==> config.mk <==
export PLATFORM = sky130hd
export DESIGN_NAME = spi_master_sched
export DESIGN_NICKNAME = d
export VERILOG_FILES = /design/src/rtl/spi_sched_pkg.sv /design/src/rtl/spi_rr_arb.sv /design/src/rtl/spi_master_sched.sv
export SDC_FILE = /design/constraint.sdc
export NUM_CORES = 1
export LEC_CHECK = 0
export CAP_MARGIN = 20
export CORE_ASPECT_RATIO = 1.2
export CORE_UTILIZATION = 30
export DETAILED_ROUTE_END_ITERATION = 8
export HOLD_SLACK_MARGIN = 0.03
export PLACE_DENSITY = 0.61
export RECOVER_POWER = 25
export SLEW_MARGIN = 20
export SYNTH_ARGS = -nofsm -noshare
export SYNTH_HDL_FRONTEND = slang
export SYNTH_SLANG_ARGS = --single-unit
==> constraint.sdc <==
create_clock -name pclk -period 2.5 [get_ports pclk]
set_clock_uncertainty 0.05 [all_clocks]
set_input_delay 0.5 -clock pclk [delete_from_list [all_inputs] [get_ports pclk]]
set_output_delay 0.5 -clock pclk [all_outputs]
set_load 0.01 [all_outputs]
==> src/rtl/spi_sched_pkg.sv <==
// spi_sched_pkg: shared state encoding and sizing constants for the SPI master scheduler
package spi_sched_pkg;
  typedef enum logic [2:0] {IDLE, SETUP, SHIFT, HOLD, DONE} state_e;
  localparam int DATA_W = 8;
  localparam int NUM_SS = 4;
  localparam int NUM_REQ = 2;
  localparam int HALF_CNT = 16;
endpackage

==> src/rtl/spi_rr_arb.sv <==
// spi_rr_arb: two-way round-robin arbiter; on a tie the requester not granted last wins
module spi_rr_arb (
  input  logic       pclk,
  input  logic       n_p_reset,
  input  logic [1:0] req,
  input  logic       update,
  output logic [1:0] gnt
);
  logic last_q;
  assign gnt = {req[1] & (~req[0] | ~last_q), req[0] & (~req[1] | last_q)};
  // last_q=1 means requester 1 was granted last, so reset makes requester 0 win ties
  always_ff @(posedge pclk)
    if (!n_p_reset) last_q <= 1'b1;
    else if (update) last_q <= gnt[1];
endmodule

==> src/rtl/spi_master_sched.sv <==
// spi_master_sched: arbitrated mode-0 SPI master, MSB-first 8-bit frames with fixed latency
module spi_master_sched #(
  parameter int CLK_DIV = 2,
  parameter int NUM_REQ = 2
) (
  input  logic                                      pclk,
  input  logic                                      n_p_reset,
  input  logic [NUM_REQ-1:0]                        req_valid,
  output logic [NUM_REQ-1:0]                        req_ready,
  input  logic [2*NUM_REQ-1:0]                      req_ss,
  input  logic [spi_sched_pkg::DATA_W*NUM_REQ-1:0]  req_data,
  output logic [NUM_REQ-1:0]                        rsp_valid,
  output logic [spi_sched_pkg::DATA_W-1:0]          rsp_data,
  output logic                                      busy,
  output logic [spi_sched_pkg::NUM_SS-1:0]          n_ss_out,
  output logic                                      n_ss_en,
  output logic                                      sclk_out,
  output logic                                      n_sclk_en,
  output logic                                      mo,
  output logic                                      n_mo_en,
  input  logic                                      mi
);
  import spi_sched_pkg::*;
  state_e state_q;
  logic [7:0] cnt_q;
  logic [4:0] half_q;
  logic [DATA_W-1:0] tx_q, rx_q, rsp_data_q, data_sel;
  logic [NUM_SS-1:0] n_ss_q;
  logic [NUM_REQ-1:0] rsp_valid_q, gnt;
  logic [1:0] ss_sel;
  logic own_q, en_n_q, sclk_q, accept, last;
  spi_rr_arb u_arb (
    .pclk(pclk),
    .n_p_reset(n_p_reset),
    .req(req_valid),
    .update(accept),
    .gnt(gnt)
  );
  assign req_ready = state_q == IDLE ? gnt : '0;
  assign accept = |(req_valid & req_ready);
  assign last = cnt_q == 8'(CLK_DIV - 1);
  assign ss_sel = gnt[1] ? req_ss[3:2] : req_ss[1:0];
  assign data_sel = gnt[1] ? req_data[15:8] : req_data[7:0];
  assign busy = state_q != IDLE;
  assign n_ss_out = n_ss_q;
  assign n_ss_en = en_n_q;
  assign n_sclk_en = en_n_q;
  assign n_mo_en = en_n_q;
  assign sclk_out = sclk_q;
  assign mo = tx_q[DATA_W-1];
  assign rsp_valid = rsp_valid_q;
  assign rsp_data = rsp_data_q;
  always_ff @(posedge pclk) begin
    if (!n_p_reset) begin
      state_q <= IDLE;
      cnt_q <= '0;
      half_q <= '0;
      tx_q <= '0;
      rx_q <= '0;
      own_q <= 1'b0;
      en_n_q <= 1'b1;
      sclk_q <= 1'b0;
      n_ss_q <= '1;
      rsp_valid_q <= '0;
      rsp_data_q <= '0;
    end else begin
      rsp_valid_q <= '0;
      cnt_q <= (state_q == IDLE || state_q == DONE || last) ? '0 : cnt_q + 8'd1;
      case (state_q)
        IDLE: if (accept) begin
          state_q <= SETUP;
          own_q <= gnt[1];
          tx_q <= data_sel;
          n_ss_q <= ~(NUM_SS'(1) << ss_sel);
          en_n_q <= 1'b0;
        end
        SETUP: if (last) begin
          state_q <= SHIFT;
          sclk_q <= 1'b1;
          half_q <= '0;
          rx_q <= {rx_q[DATA_W-2:0], mi};
        end
        SHIFT: if (last) begin
          half_q <= half_q + 5'd1;
          if (half_q == 5'(HALF_CNT - 1)) begin
            state_q <= HOLD;
            sclk_q <= 1'b0;
          end else begin
            sclk_q <= ~sclk_q;
            // low->high samples mi; high->low advances mo, except after the final high phase
            if (!sclk_q) rx_q <= {rx_q[DATA_W-2:0], mi};
            else if (half_q != 5'(HALF_CNT - 2)) tx_q <= tx_q << 1;
          end
        end
        HOLD: if (last) begin
          state_q <= DONE;
          n_ss_q <= '1;
          en_n_q <= 1'b1;
          tx_q <= '0;
          rsp_valid_q <= NUM_REQ'(1) << own_q;
          rsp_data_q <= rx_q;
        end
        DONE: state_q <= IDLE;
        default: state_q <= IDLE;
      endcase
    end
  end
endmodule

After elaboration in Yosys (flattened, before gate mapping)
Cells that the tools add are included.
- flip-flop bits (word level): 50
- add/sub/neg operators: 2
- eq/ne operators: 16
- shift-type cells: 2
- muxes and demuxes: 33
- bitwise logic cells: 11
- reductions and logical operators: 17
- operators by type and width (operator ; count):
    $mux W8 ; 11
    $pmux W8 S3 ; 1
    $ne A2 B2 Y1 const B ; 9
    $pmux W8 S2 ; 1
    $mux W3 ; 5
    $pmux W3 S4 ; 1
    $mux W5 ; 2
    $pmux W5 S2 ; 1
    $reduce_and A5 Y1 ; 2
    $reduce_and A3 Y1 ; 3
    $add A8 B1 Y8 const B ; 1
    $eq A8 B1 Y1 const B ; 1
    $mux W4 ; 2
    $pmux W4 S2 ; 1
    $reduce_and A7 Y1 ; 1
    $eq A3 B2 Y1 const B ; 2
    $reduce_bool A3 Y1 ; 2
    $add A5 B1 Y5 const B ; 1
    $eq A5 B4 Y1 const B ; 1
    $ne A5 B4 Y1 const B ; 1
    $not A1 Y1 ; 5
    $mux W1 ; 4
    $mux W2 ; 2
    $not A4 Y4 ; 1
    13 further kinds ; 20

Depth between registers and ports, before layout
- word-level depth: 8
- gate-level depth with buffers: 8
- depth with buffers taken out: 7

Modules after synthesis
From an unflattened synthesis, not the netlist that was laid out.
- cells, all modules: 278
- area, all modules: 2449.8 sq um
- by module, submodules not included (module ; instances ; cells each ; area each (sq um)):
    spi_master_sched ; 1 ; 271 ; 2392.3
    spi_rr_arb ; 1 ; 7 ; 57.6

Worst setup path after synthesis
No wires, ideal clock.
- kind: reg2reg
- start: reg half_q[1]
- end: reg rx_q[0]
- data arrival time: 1619 ps
- data required time: 2322 ps
- setup slack: 703 ps
- cell stages (with the launch flop): 9
- clock period less this slack: 1797 ps
- cell sequence: dfxtp_1 -> ha_1 -> and3_1 -> ha_1 -> nor4b_1 -> o2111ai_1 -> buf_2 -> mux2i_1 -> nor2_1
- longest elaborated chain between the ends: 3
- RTL lines (what ; line ; RTL):
    from (decl) ; spi_master_sched.sv:26 ; logic [4:0] half_q;
    from (signal assigned) ; spi_master_sched.sv:84 ; half_q <= half_q + 5'd1;
    $eq A5 B4 Y1 ; spi_master_sched.sv:85 ; if (half_q == 5'(HALF_CNT - 1)) begin
    $ne A2 B2 Y1 (no source line) ; - ;
    $reduce_and A5 Y1 (no source line) ; - ;
    to (signal assigned) ; spi_master_sched.sv:81 ; rx_q <= {rx_q[DATA_W-2:0], mi};
    to (signal assigned) ; spi_master_sched.sv:91 ; if (!sclk_q) rx_q <= {rx_q[DATA_W-2:0], mi};
    to (decl) ; spi_master_sched.sv:27 ; logic [DATA_W-1:0] tx_q, rx_q, rsp_data_q, data_sel;
Every way passes these cells.
A chain may end at the register's enable or synchronous reset.

Worst setup path in the final report
- start: in req_valid[0]
- end: out req_ready[0]
- longest elaborated chain between the ends: 2
- RTL lines (what ; line ; RTL):
    from (decl) ; spi_master_sched.sv:8 ; input logic [NUM_REQ-1:0] req_valid,
    $and A1 B1 Y1 ; spi_rr_arb.sv:10 ; assign gnt = {req[1] & (~req[0] | ~last_q), req[0] & (~req[1] | last_q)};
    $mux W2 ; spi_master_sched.sv:39 ; assign req_ready = state_q == IDLE ? gnt : '0;
    to (decl) ; spi_master_sched.sv:9 ; output logic [NUM_REQ-1:0] req_ready,
Every way passes these cells.

==> impl_metrics.env <==
export IMPL_outcome="finished, final reports clean"
export IMPL_antennaDiodeCount=0
export IMPL_fill_cells=785
export IMPL_cts_root_buf="clkbuf_8"
export IMPL_critPathArrivalTime_ns=1.85
export IMPL_drt_wl_total_um=5117
export IMPL_syn_area_um2=2360
export IMPL_crit_start="req_valid[0]"
export IMPL_p_leak_nw=1.203
export IMPL_first_pass_iters=4
export IMPL_layout_area_seq_um2=1001
export IMPL_antenna_found_initial=0
export IMPL_final_cells=409
export IMPL_drive_gt1_frac=0.1041
export IMPL_cts_buffers=5
export IMPL_syn2layout_area_growth_pct=29.22
export IMPL_grt_pass1_vias=1950
export IMPL_cts_sinks=50
export IMPL_via_per_inst=4.917
export IMPL_slew_viol_final=0
export IMPL_holdWs_ns=0.4050
export IMPL_max_cap_violations=0
export IMPL_multi_input_area_um2=1215
export IMPL_reg2reg_from="cnt_q[0]$_SDFF_PP0_"
export IMPL_ir_drop_v=0.0002615
export IMPL_end_kind="output pin"
export IMPL_worst_pin_slew_ns=1.162
export IMPL_cp_max_fo=3
export IMPL_rsz0062_at_grt="false"
export IMPL_die_h_um=99.16
export IMPL_die_w_um=82.96
export IMPL_finalHoldViolations=0
export IMPL_grt_ovfl_total=0
export IMPL_synth_seq_area_share=0.4242
export IMPL_first_iter_violations=87
export IMPL_powerDensity_nw_per_um2=559.5
export IMPL_drc=0
export IMPL_p_switching_w=0.0004322
export IMPL_place_gp_congestion=0.7736
export IMPL_internal_power_w=0.001274
export IMPL_power_frac_clock=0.338
export IMPL_fin_crit_ns=2.401
export IMPL_mostFrequentLayoutCells="dfxtp_1 (50), clkdlybuf4s50_1 (39), nand2_1 (30)"
export IMPL_netlist_instances=268
export IMPL_regToRegEndpoint="rsp_data[6]$_SDFFE_PN0P_"
export IMPL_tritoncts="built"
export IMPL_synth_seq_cells=50
export IMPL_fmax_ghz=0.4165
export IMPL_grt_max_degree=26
export IMPL_nets=346
export IMPL_path_clk_slew_ns=0.09
export IMPL_post_drt_wl_per_cell_um=12.51
export IMPL_cp_required_ns=1.95
export IMPL_htree_levels=2
export IMPL_reg2reg_slack_ns=0.38
export IMPL_p_comb_frac=0.164
export IMPL_setup_viol=0
export IMPL_crit_path_start_kind="primary input"
export IMPL_initial_core_util=0.3079
export IMPL_ant_nets=0
export IMPL_cts_buffer_depth=2
export IMPL_clk_latency_ns=0.30
export IMPL_io_buffers=46
export IMPL_synthTopCellsByArea="dfxtp_1 (42%), mux2i_1 (7.6%), nand2_1 (4.8%)"
export IMPL_critical_path_max_stage_delay_ns=0.54
export IMPL_sequentialPowerShare=0.498
export IMPL_place_inst=401
export IMPL_total_power_w=0.001706
export IMPL_crit_path_cell_trace="clkdlybuf4s50_1 -> buf_4 -> nand2_1 -> nor2_1 -> clkdlybuf4s50_1"
export IMPL_slowest_stage="clkdlybuf4s50_1"
export IMPL_final_common_cell="dfxtp_1"
export IMPL_die_area_um2=8226
export IMPL_cp_common_cell="clkdlybuf4s50_1"
export IMPL_syn_nets=298
export IMPL_synth_edff_count=0
export IMPL_worstSetupEndpoint="req_ready[0]"
export IMPL_hpwl_um=3632
export IMPL_synth_avg_cell_area_um2=8.805
export IMPL_ys_types=49
export IMPL_hp_class="reg -> reg"
export IMPL_slew_headroom=0.2255
export IMPL_track_usage=0.1297
export IMPL_p_sw_frac=0.2533
export IMPL_yosysWarnings=0
export IMPL_synth_ff_type="dfxtp_1"
export IMPL_synth_top_area_frac=0.4242
export IMPL_rows=35
export IMPL_critPathKind="in -> out"
export IMPL_coreArea_um2=7664
export IMPL_io_pins=47
export IMPL_synth_top_area_cell="dfxtp_1"
export IMPL_grt_pass1_wl_um=8818
export IMPL_worstRegToRegCells=6
export IMPL_cts_setup_buffers=0
export IMPL_async_reset_ff_frac=0
export IMPL_vias=2011
export IMPL_period_share=0.9603
[metal layers]
layer / vias up / wire length, um / global-route usage
met4: 0 / 82 / 0.05172
li1: 1022 / - / -
met3: 8 / 189 / 0.02739
met5: - / 0 / 0
met1: 941 / 2326 / 0.1509
met2: 40 / 2519 / 0.2320
[stage by stage]
| stage | cell area [um2] | utilization | setup WS, ns | setup TNS (ns) |
|---|---|---|---|---|
| floorplan | 2360 | - | 0.7029 | 0 |
| global placement | 2934 | 0.3829 | -0.00003975 | -0.00003975 |
| detailed placement | 2934 | 0.3829 | -0.001687 | -0.001687 |
| CTS | 3050 | 0.3980 | 0.003433 | 0 |
| global route | 3049 | 0.3979 | 0.02659 | 0 |
| finish | 3049 | 0.3979 | 0.09925 | 0 |
[critical path: cells and delay by family]
kind,cells,cell delay (ns)
buffers and inverters,3,1.17
AND/OR/NAND/NOR,2,0.19
[worst min path at each step]
stage                                        start                       end  slack [ns]  cells after the start
final                     rsp_data[5]$_SDFFE_PN0P_  rsp_data[5]$_SDFFE_PN0P_        0.41                      2
after global routing      rsp_data[5]$_SDFFE_PN0P_  rsp_data[5]$_SDFFE_PN0P_        0.43                      2
after CTS                 rsp_data[5]$_SDFFE_PN0P_  rsp_data[5]$_SDFFE_PN0P_        0.41                      2
after detailed placement  rsp_data[5]$_SDFFE_PN0P_  rsp_data[5]$_SDFFE_PN0P_        0.40                      2
after global placement        tx_q[1]$_SDFFE_PN0P_      tx_q[1]$_SDFFE_PN0P_        0.40                      2
after floorplan                 own_q$_SDFFE_PN0P_   rsp_valid[0]$_SDFF_PN0_        0.36                      1
[cell usage after synthesis (3+ instances only)]
| cell | n |
|---|---|
| dfxtp_1 | 50 |
| ha_1 | 5 |
| nor3_1 | 8 |
| a21oi_1 | 10 |
| clkbuf_1 | 8 |
| nand3_1 | 8 |
| nand2_1 | 30 |
| nor2b_1 | 3 |
| mux2_2 | 7 |
| nor2_1 | 28 |
| o211ai_1 | 7 |
| o21ai_0 | 13 |
| and3_1 | 4 |
| xor2_1 | 7 |
| mux2i_1 | 18 |
| buf_2 | 4 |
| inv_1 | 15 |
[power groups by stage]
| stage | Clock, W | Combinational, W | Sequential, W |
|---|---|---|---|
| floorplan | 0 | 0.000169 | 0.000868 |
| global placement | 0 | 0.000283 | 0.000866 |
| detailed placement | 0 | 0.000286 | 0.000867 |
| CTS | 0.000596 | 0.000288 | 0.000849 |
| global route | 0.000624 | 0.000312 | 0.000853 |
| finish | 0.000577 | 0.000281 | 0.000849 |
[logic make-up (layout without fill, tap and decap cells)]
group / Yosys count / after routing / synth area share
adders and majority gates: 5 / 5 / 0.02651
and+or+nand+nor: 99 / 99 / 0.2142
xor gates and xnor gates: 8 / 8 / 0.02969
buffers and inverters: 33 / 82 / 0.06415
muxes: 25 / 25 / 0.1098
AOI/OAI and AO/OA: 48 / 48 / 0.1315
DFF: 50 / 50 / 0.4242
[area by class of cell]
type / count / area share
multi-input cells: 185 / 0.3984
flip-flops and latches: 50 / 0.3283
repair buffers: 58 / 0.1789
well taps: 92 / 0.03775
clock buffers: 5 / 0.02257
inverters: 16 / 0.01970
clock inverters: 3 / 0.01436
[sequential cells by signal, summed over array words and instances, names as in the netlist]
signal / flops
cnt_q: 8
half_q: 5
n_mo_en: 1
n_ss_out: 4
own_q: 1
rsp_data: 8
rsp_valid: 2
rx_q: 8
sclk_out: 1
state_q: 3
tx_q: 8
u_arb.last_q: 1
[repair_timing]
item	4_1_cts	5_1_grt
setup endpoints to repair	1	2
hold buffers	0	0
resized for setup	1	2
(Power assumes the default switching activity.)
